### config.mk
export PLATFORM = sky130hd
export DESIGN_NAME = lfsr_seq_gen
export DESIGN_NICKNAME = d
export VERILOG_FILES = /design/src/rtl/lfsr_pkg.sv /design/src/rtl/lfsr_next.sv /design/src/rtl/lfsr_seq_gen.sv
export SDC_FILE = /design/constraint.sdc
export NUM_CORES = 1
export LEC_CHECK = 0
export ABC_AREA = 1
export CORE_UTILIZATION = 34
export CTS_CLUSTER_DIAMETER = 40
export DETAILED_ROUTE_END_ITERATION = 7
export PLACE_DENSITY = 0.62
export SYNTH_ARGS = -nofsm -noshare
export SYNTH_HDL_FRONTEND = slang
export SYNTH_SLANG_ARGS = --single-unit
### constraint.sdc
create_clock -name clk -period 2.5 [get_ports clk]
set_input_delay 0.625 -clock clk [delete_from_list [all_inputs] [get_ports clk]]
set_output_delay 0.625 -clock clk [all_outputs]
set_load 0.02 [all_outputs]
### src/rtl/lfsr_pkg.sv
// Shared encodings and default constants for the LFSR sequence generator.
package lfsr_pkg;

  localparam int unsigned LFSR_FIB = 0;
  localparam int unsigned LFSR_GAL = 1;

  localparam int unsigned LFSR_DEF_WIDTH = 20;
  localparam logic [LFSR_DEF_WIDTH-1:0] LFSR_DEF_TAPS = 20'h08881;
  localparam logic [LFSR_DEF_WIDTH-1:0] LFSR_DEF_SEED = 20'h99999;

  // Which update the state register takes this cycle, in priority order.
  typedef enum logic [1:0] {
    UPD_HOLD    = 2'd0,
    UPD_STEP    = 2'd1,
    UPD_RECOVER = 2'd2,
    UPD_LOAD    = 2'd3
  } lfsr_upd_e;

endpackage

### src/rtl/lfsr_next.sv
// Combinational one-step LFSR successor, Fibonacci or Galois form.
module lfsr_next
  import lfsr_pkg::*;
#(
  parameter int unsigned      WIDTH = LFSR_DEF_WIDTH,
  parameter logic [WIDTH-1:0] TAPS  = WIDTH'(LFSR_DEF_TAPS),
  parameter int unsigned      MODE  = LFSR_FIB
) (
  input  logic [WIDTH-1:0] cur,
  output logic [WIDTH-1:0] nxt_c
);

  // Successor of cur; mode is fixed at elaboration.
  always_comb begin
    nxt_c = '0;
    if (MODE == LFSR_GAL) begin
      nxt_c[WIDTH-1] = cur[0];
      for (int i = 0; i < int'(WIDTH) - 1; i++) begin
        nxt_c[i] = cur[i+1] ^ (cur[0] & TAPS[i]);
      end
    end else begin
      nxt_c = {^(cur & TAPS), cur[WIDTH-1:1]};
    end
  end

endmodule

### src/rtl/lfsr_seq_gen.sv
// LFSR sequence generator with load, lockup recovery, match trigger and step counter.
module lfsr_seq_gen
  import lfsr_pkg::*;
#(
  parameter int unsigned      WIDTH = LFSR_DEF_WIDTH,
  parameter logic [WIDTH-1:0] TAPS  = WIDTH'(LFSR_DEF_TAPS),
  parameter logic [WIDTH-1:0] SEED  = WIDTH'(LFSR_DEF_SEED),
  parameter int unsigned      MODE  = LFSR_FIB,
  parameter int unsigned      CNT_W = 24
) (
  input  logic             clk,
  input  logic             rst,
  input  logic             en,
  input  logic             load,
  input  logic [WIDTH-1:0] load_val,
  input  logic             match_en,
  input  logic [WIDTH-1:0] match_val,
  input  logic             trig_clr,
  output logic [WIDTH-1:0] lfsr,
  output logic             match_hit,
  output logic             trig,
  output logic             wrap,
  output logic             lockup,
  output logic [CNT_W-1:0] steps
);

  logic [WIDTH-1:0] lfsr_q, lfsr_d;
  logic [CNT_W-1:0] steps_q, steps_d;
  logic             match_hit_q, match_hit_d;
  logic             trig_q, trig_d;
  logic             wrap_q, wrap_d;
  logic             lockup_q, lockup_d;
  logic [WIDTH-1:0] nxt_c;
  lfsr_upd_e        upd_c;

  lfsr_next #(
    .WIDTH (WIDTH),
    .TAPS  (TAPS),
    .MODE  (MODE)
  ) u_next (
    .cur   (lfsr_q),
    .nxt_c (nxt_c)
  );

  // Pick this cycle's update: load beats lockup recovery beats stepping.
  always_comb begin
    upd_c = UPD_HOLD;
    if (load) begin
      upd_c = UPD_LOAD;
    end else if (lfsr_q == '0) begin
      upd_c = UPD_RECOVER;
    end else if (en) begin
      upd_c = UPD_STEP;
    end
  end

  // Next-state values for every register.
  always_comb begin
    lfsr_d      = lfsr_q;
    steps_d     = steps_q;
    wrap_d      = 1'b0;
    lockup_d    = 1'b0;
    match_hit_d = match_en && (lfsr_q == match_val);
    // Clear dominates a simultaneous set from match_hit.
    trig_d      = trig_clr ? 1'b0 : (trig_q | match_hit_q);
    case (upd_c)
      UPD_LOAD: begin
        lfsr_d  = load_val;
        steps_d = '0;
      end
      UPD_RECOVER: begin
        lfsr_d   = SEED;
        lockup_d = 1'b1;
      end
      UPD_STEP: begin
        lfsr_d = nxt_c;
        if (steps_q != '1) begin
          steps_d = steps_q + CNT_W'(1);
        end
        wrap_d = (nxt_c == SEED);
      end
      UPD_HOLD: begin
      end
    endcase
  end

  // State registers; reset drops all pulses and returns to SEED.
  always_ff @(posedge clk or negedge rst) begin
    if (!rst) begin
      lfsr_q      <= SEED;
      steps_q     <= '0;
      match_hit_q <= 1'b0;
      trig_q      <= 1'b0;
      wrap_q      <= 1'b0;
      lockup_q    <= 1'b0;
    end else begin
      lfsr_q      <= lfsr_d;
      steps_q     <= steps_d;
      match_hit_q <= match_hit_d;
      trig_q      <= trig_d;
      wrap_q      <= wrap_d;
      lockup_q    <= lockup_d;
    end
  end

  assign lfsr      = lfsr_q;
  assign steps     = steps_q;
  assign match_hit = match_hit_q;
  assign trig      = trig_q;
  assign wrap      = wrap_q;
  assign lockup    = lockup_q;

endmodule

After elaboration in Yosys (flattened, before gate mapping)
Index checks and enable logic that the tools add are counted.
{"block": "totals", "reg_bits": 48, "input_bits": 46, "out_inout_bits": 48, "wordCells": 30}
{"block": "op_classes", "n_addsub": 1, "n_eq_ne": 7, "n_mux": 9, "bitwise_logic": 1, "reduce_logical": 6}
{"op": "$pmux W20 S3", "count": 1}
{"op": "$pmux W24 S2", "count": 1}
{"op": "$add A24 B1 Y24 const B", "count": 1}
{"op": "$mux W24", "count": 1}
{"op": "$ne A24 B24 Y1 const B", "count": 1}
{"op": "$eq A20 B20 Y1", "count": 1}
{"op": "$eq A20 B20 Y1 const B", "count": 1}
{"op": "$logic_not A20 Y1", "count": 1}
{"op": "$reduce_xor A20 Y1", "count": 1}
{"op": "$eq A2 B2 Y1 const B", "count": 2}
{"op": "$mux W1", "count": 4}
{"op": "$mux W2", "count": 2}
{"op": "$reduce_bool A3 Y1", "count": 1}
{"op": "$eq A2 B1 Y1 const B", "count": 1}
{"op": "$ne A2 B2 Y1 const B", "count": 1}
{"op": "$reduce_and A2 Y1", "count": 1}
{"op": "$reduce_bool A2 Y1", "count": 1}
{"op": "$logic_and A1 B1 Y1", "count": 1}
{"op": "$or A1 B1 Y1", "count": 1}

Logic depth before layout (Yosys ltp)
{"block": "logic_depth", "word_depth": 6, "mapped_depth": 12, "mapped_depth_nobuf": 12}

Hierarchy
Synthesis repeated with hierarchy kept, for this count alone.
{"block": "unflattened", "hier_cells": 443, "hier_area_um2": 3260.6}
{"module": "lfsr_seq_gen", "n_inst": 1, "cells_per_inst": 405, "area_per_inst_um2": 3044.2, "seq_area_each_um2": 1213.7}
{"module": "lfsr_next", "n_inst": 1, "cells_per_inst": 38, "area_per_inst_um2": 216.5, "seq_area_each_um2": 0.0}

Least setup slack after synthesis
No wires, ideal clock.
{"block": "synth_timing", "kind": "reg2reg", "startpoint": "register lfsr_q[14] (netlist: lfsr[14])", "endpoint": "register lfsr_q[19] (netlist: lfsr[19])", "setup_ps": 82, "arrival_ps": 2033, "required_time_ps": 2418, "setup_slack_ps": 385, "path_stages_with_launch": 12, "n_path_buf": 1, "period_less_slack_ps": 2115, "cell_sequence": "dfrtp_1 nor2_1 nand3_1 nor2_1 nand4_1 a21oi_1 ha_1 clkbuf_1 inv_1 nand2_1 a21oi_1 a22oi_1"}
{"block": "synth_via", "elab_chain_cells": 5, "elab_cells_between_ends": 8, "classes_between": "eq/ne (3); mux (3); reduce/logical (2)"}
{"element": "start, declared", "line_no": "lfsr_seq_gen.sv:27", "text": "logic [WIDTH-1:0] lfsr_q, lfsr_d;"}
{"element": "start signal, assigned", "line_no": "lfsr_seq_gen.sv:97", "text": "lfsr_q <= lfsr_d;"}
{"element": "$logic_not A20 Y1 *", "line_no": "lfsr_seq_gen.sv:50", "text": "end else if (lfsr_q == '0) begin"}
{"element": "$mux W2 *", "line_no": "lfsr_seq_gen.sv:50"}
{"element": "$mux W2 *", "line_no": "lfsr_seq_gen.sv:48", "text": "if (load) begin"}
{"element": "$eq A2 B1 Y1 or $eq A2 B2 Y1 (tied branches)", "line_no": "lfsr_seq_gen.sv:66", "text": "case (upd_c)"}
{"element": "$pmux W20 S3 or $reduce_bool A3 Y1 (tied branches)"}
Mark *: on every way between the ends. The rest lies on a longest branch, timed or not.
A chain may end at the register's enable or synchronous reset.

Worst setup path after layout
{"block": "layout_timing", "startpoint": "register lfsr_q[12] (netlist: lfsr[12])", "endpoint": "output lfsr[12]"}
{"element": "end, declared", "line_no": "lfsr_seq_gen.sv:19", "text": "output logic [WIDTH-1:0] lfsr,"}
No word-level cell between the ends.

==> results.ini <==
[yosys]
async_reset_ff_share_pct = 100
synth_fp_nets = 459
yosysMostFrequentCell = nand2_1
synth_ff_type = dfrtp_1
synth-seq-cells = 48
ys_types = 32
syn_area_um2 = 3000
yosys-top-cells-count = 91 x nand2_1, 45 x nor2_1, 44 x nand3_1, 39 x inv_1, 38 x dfrtp_1
synth_top_area_cell = dfrtp_1
synth-edff-count = 0
yosys-top-cells-area = dfrtp_1 32%, nand2_1 11%, dfstp_2 8.8%
syn_area_per_cell_um2 = 7.36
yosysWarnings = 0
syn-instance-count = 408
synth_seq_area_share_pct = 40.4
yosysTopAreaCellShare_pct = 31.7

[timing]
min_period_over_period_pct = 90.7
tns_ns = 0
hold_violations = 0
setup_viol = 0
rsz0062_at_grt = no
slew_violations = 0
period_needed_ns = 2.27
slew_headroom_pct = 71.0
fmax_mhz = 441
fin_skew_ns = 0.0103
tightest_slew_ns = 0.435

[floorplan]
chipHeight_um = 96.0
die_w_um = 96.0
initial_core_util_pct = 35.8
io_pins = 94
dieArea_um2 = 9210
core_area_um2 = 8380
rows = 33

[clock_tree]
postCtsSetupRepairBufs = 0
cts_tree = yes
clk_latency_ns = 0.31
clk_pin_slew_ns = 0.09
cts_made_buffers = 5
clockBufferDepth = 2
cts.sinks = 48
cts-htree-levels = 2
cts_root_buf = clkbuf_8

[critical_path]
path_class = reg -> out
r2r_slack_ns = 0.25
path_max_fanout = 5
critical_path_required_ns = 1.88
r2r_cells = 10
rr_startpoint = lfsr[8]$_DFFE_PN1P_
start_kind = flop
startpoint = lfsr[12]$_DFFE_PN1P_
endpoint = lfsr[12]
end_kind = primary output
r2r-end = steps[15]$_DFFE_PN0P_
critPathArrivalTime_ns = 1.64

[finish]
multiInputGateArea_um2 = 1590
regArea_um2 = 1210
area_growth_pct = 41.7
layout-drive-gt1-share_pct = 9.75
fin_cells = 618
n_antenna_cell = 0
fin_nets = 563
nFillCells = 834

[drt]
wl_per_cell_um = 15.4
drc = 0
routed_wl_mm = 9.49
first_iter_violations = 235
ant_nets = 0
dr.pass1.iters = 5
vias_per_cell = 5.14
vias = 3177

[placed_design]
dp_hpwl_mm = 7.30
port_buffers = 93
place.gp.congestion = 0.881
dp.cells = 610

[global_route]
antenna_found_initial = 0
grt_start_max_net_pins = 25
grt_usage_pct = 22.0
grt_pass1_vias = 2949
grt_pass1_wl_mm = 15.2
grt.overflow.total = 0

[outcome]
status = finished, final reports clean

[job]
cap_violations = 0

[power]
power_leakage_uw = 0.00180
power_density_nw_per_um2 = 496
ir_drop_uv = 244

[hold_path]
hp-class = in -> async

[how the worst min path moves through the flow]
stage	start	endpoint	slack, ns	cells past startpoint
floorplan	rst	lfsr[10]$_DFFE_PN0P_	0.33	0
global placement	trig$_DFF_PN0_	trig$_DFF_PN0_	0.48	2
detailed placement	trig$_DFF_PN0_	trig$_DFF_PN0_	0.49	2
CTS	rst	lfsr[14]$_DFFE_PN0P_	0.26	1
global route	rst	lfsr[14]$_DFFE_PN0P_	0.28	1
finish	rst	lfsr[14]$_DFFE_PN0P_	0.25	1
[stage by stage]
step | instance area [um2] | hold WS [ns] | utilization [%] | power [uW] | setup slack (ns)
floorplan | 3000 | 0.329 | - | 1270 | 0.385
global placement | 4140 | 0.481 | 49.4 | 1610 | 0.154
detailed placement | 4140 | 0.491 | 49.4 | 1610 | 0.147
CTS | 4230 | 0.265 | 50.5 | 2120 | 0.177
global route | 4260 | 0.276 | 50.8 | 2220 | 0.00675
finish | 4260 | 0.246 | 50.8 | 2110 | 0.233
[power by group]
| group | switching, uW | leakage [uW] | internal, uW |
|---|---|---|---|
| combinational | 353 | 0.00113 | 311 |
| sequential | 84.0 | 0.000616 | 859 |
| clock | 282 | 0.0000510 | 222 |
| total | 719 | 0.00180 | 1390 |
[flip-flops by register name (all words and copies together), names as in the netlist]
signal / count
lockup: 1
lfsr: 20
match_hit: 1
wrap: 1
trig: 1
steps: 24
[area by class of cell]
type | instances | share of cell area [%]
Multi-Input combinational cell | 308 | 37.4
Timing Repair Buffer | 109 | 25.3
Inverter | 40 | 3.53
Clock buffer | 6 | 1.94
Clock inverter | 2 | 0.235
Sequential cell | 48 | 28.5
Tap cell | 105 | 3.09
[logic make-up after synthesis]
| kind of cell | Yosys count | share of synthesized area (%) |
|---|---|---|
| adder cells (fa/ha/maj) | 5 | 2.08 |
| XOR/XNOR | 20 | 5.83 |
| AND/OR/NAND/NOR | 205 | 29.9 |
| AO/OA/AOI/OAI | 78 | 14.6 |
| flip-flops | 48 | 40.4 |
| buffers and inverters | 52 | 7.12 |
[per-layer routing]
metal	track usage [%]	share of wire (%)	wire length, um
met1	31.7	46	4320
met2	34.2	46	4390
met3	3.32	6.9	655
met4	5.85	1.3	128
met5	0	0	0
[worst max-delay path, stage by stage, from the launching register on]
cell             delay [ns]
dfstp_2                0.56
buf_4                  0.16
clkdlybuf4s50_1        0.61
[layout by cell type (no fill, tap or decap), types with 12 or more instances in the layout]
cell             instances
a22oi_1                 14
nor2_1                  43
buf_4                   13
clkdlybuf4s50_1         92
nand3_1                 44
inv_1                   39
dfrtp_1                 38
nand2_1                 88
o21ai_0                 12
o21ai_1                 12
a21oi_1                 33
[repair_timing]
action	4_1_cts	5_1_grt
hold buffers	0	0
endpoints found under the setup margin	0	34
resized for setup	0	7
(Power assumes the default switching activity.)
==> RTL change: new RTL, same settings <==
Make the reset (`rst`) synchronous in one clocked block.
--- a/src/rtl/lfsr_seq_gen.sv
+++ b/src/rtl/lfsr_seq_gen.sv
@@ -85,7 +85,7 @@
   end
 
   // State registers; reset drops all pulses and returns to SEED.
-  always_ff @(posedge clk or negedge rst) begin
+  always_ff @(posedge clk) begin
     if (!rst) begin
       lfsr_q      <= SEED;
       steps_q     <= '0;
Behaviour: differs if rst is asserted again (counterexample within 4 cycles, from zero or initial values and one cycle with rst low); with rst held inactive, the same outputs for 10 cycles.
==> RTL change against the unedited design <==
  * Design area increased by 2.4%
  * Power decreased by 3.9%
  * Clock skew fell by 1.2 ps
  * Largest power group unchanged
  * Setup slack worse by 19 ps
  * Critical path type is now reg -> reg
  * Die area decreased by 0.61%
  * Combinational power down 16%
  * Sequential cell count unchanged
  * Count of clock-buffer cells in the layout rose by 1
  * Largest cell class unchanged
  * Area after synthesis down 0.63%
  * Routed wire length rose by 6.3%
  * Worst hold slack gained 250 ps
  * Sequential power is 11% lower
==> RTL change: results (changes against the unedited design) <==
Outcome
  – Status: finished, final reports clean (unchanged)

Setup path
  – CP Data Arrival Time: 2470 ps (was 1640 ps)
  – CP peak stage delay: 320 ps (was 610 ps)
  – R2R cell count: 12 (was 10)
  – CP top delay family: simple AND/OR/NAND/NOR gates (was buffers and inverters)

GRT
  – M1 GR Usage: 28.2% (was 31.7%)
  – Vias in the first global route: 3390 (was 2949)

Routing
  – Total Wirelength: 10100 um (was 9490 um)
  – Drt first pass iters: 4 (was 5)
  – Metal-1 WL: 4410 um (was 4320 um)
  – Vias per std cell: 5.14 (about the same)
  – Met3 Routed Length: 529 um (was 655 um)
  – Initial drt markers: 143 (was 235)

Final layout
  – Seq cells: 48 (unchanged)
  – Layout net count: 640 (was 563)
  – Signal buffers: 124 (was 109)
  – Storage cell area: 961 um^2 (was 1210 um^2)
  – Multi-input gates: 358 (was 308)

Power
  – Sequential group power: 838 uW (was 943 uW)
  – P_sw: 607 uW (was 719 uW)
  – Max VDD drop: 204 uV (was 244 uV)
  – Power Total: 2.03 mW (was 2.11 mW)

Synthesis
  – Gate Count Post-Synth: 474 (was 408)
  – Seq/Total Area, Yosys: 32.2% (was 40.4%)
  – Yosys cell types: 31 (was 32)
  – Top post-synthesis cells by area: dfxtp_1 32%, nand2_1 15%, a21oi_1 9.7%, nand3_1 6.7%, nor2_1 6.7% (was dfrtp_1 32%, nand2_1 11%, dfstp_2 8.8%, nand3_1 7.3%, nor2_1 5.6%)
  – Synth Area in Compound Gates: 19.2% (was 14.6%)
  – Post-synthesis net count: 525 (was 459)
  – Commonest cells post-synth: 117 x nand2_1, 58 x a21oi_1, 53 x nor2_1 (was 91 x nand2_1, 45 x nor2_1, 44 x nand3_1)
  – Post-Synth Adder-Cell Area: 2.10% (was 2.08%)

Timing
  – Fin Clk Skew: 9.09 ps (was 10.3 ps)
-- RTL change: cell count changes after synthesis, sizes merged, moves of 4 or more --
| cell | unedited run | this run |
|---|---|---|
| dfstp | 10 | 0 |
| a221oi | 0 | 8 |
| dfxtp | 0 | 48 |
| nand3 | 44 | 40 |
| a22oi | 14 | 0 |
| dfrtp | 38 | 0 |
| inv | 40 | 50 |
| nand2 | 95 | 122 |
| xor2 | 10 | 2 |
| nor2 | 48 | 56 |
| a21oi | 33 | 58 |
| o21ai | 24 | 34 |
-- RTL change: final timing paths --
kind,from,end,slack [ps]
setup reg to reg,lfsr[18]$_SDFFE_PN0P_,lfsr[8]$_SDFFE_PN1P_,210
hold reg to reg,trig$_SDFF_PP0_,trig$_SDFF_PP0_,500
setup / recovery,lfsr[18]$_SDFFE_PN0P_,lfsr[8]$_SDFFE_PN1P_,210
hold / removal,trig$_SDFF_PP0_,trig$_SDFF_PP0_,500
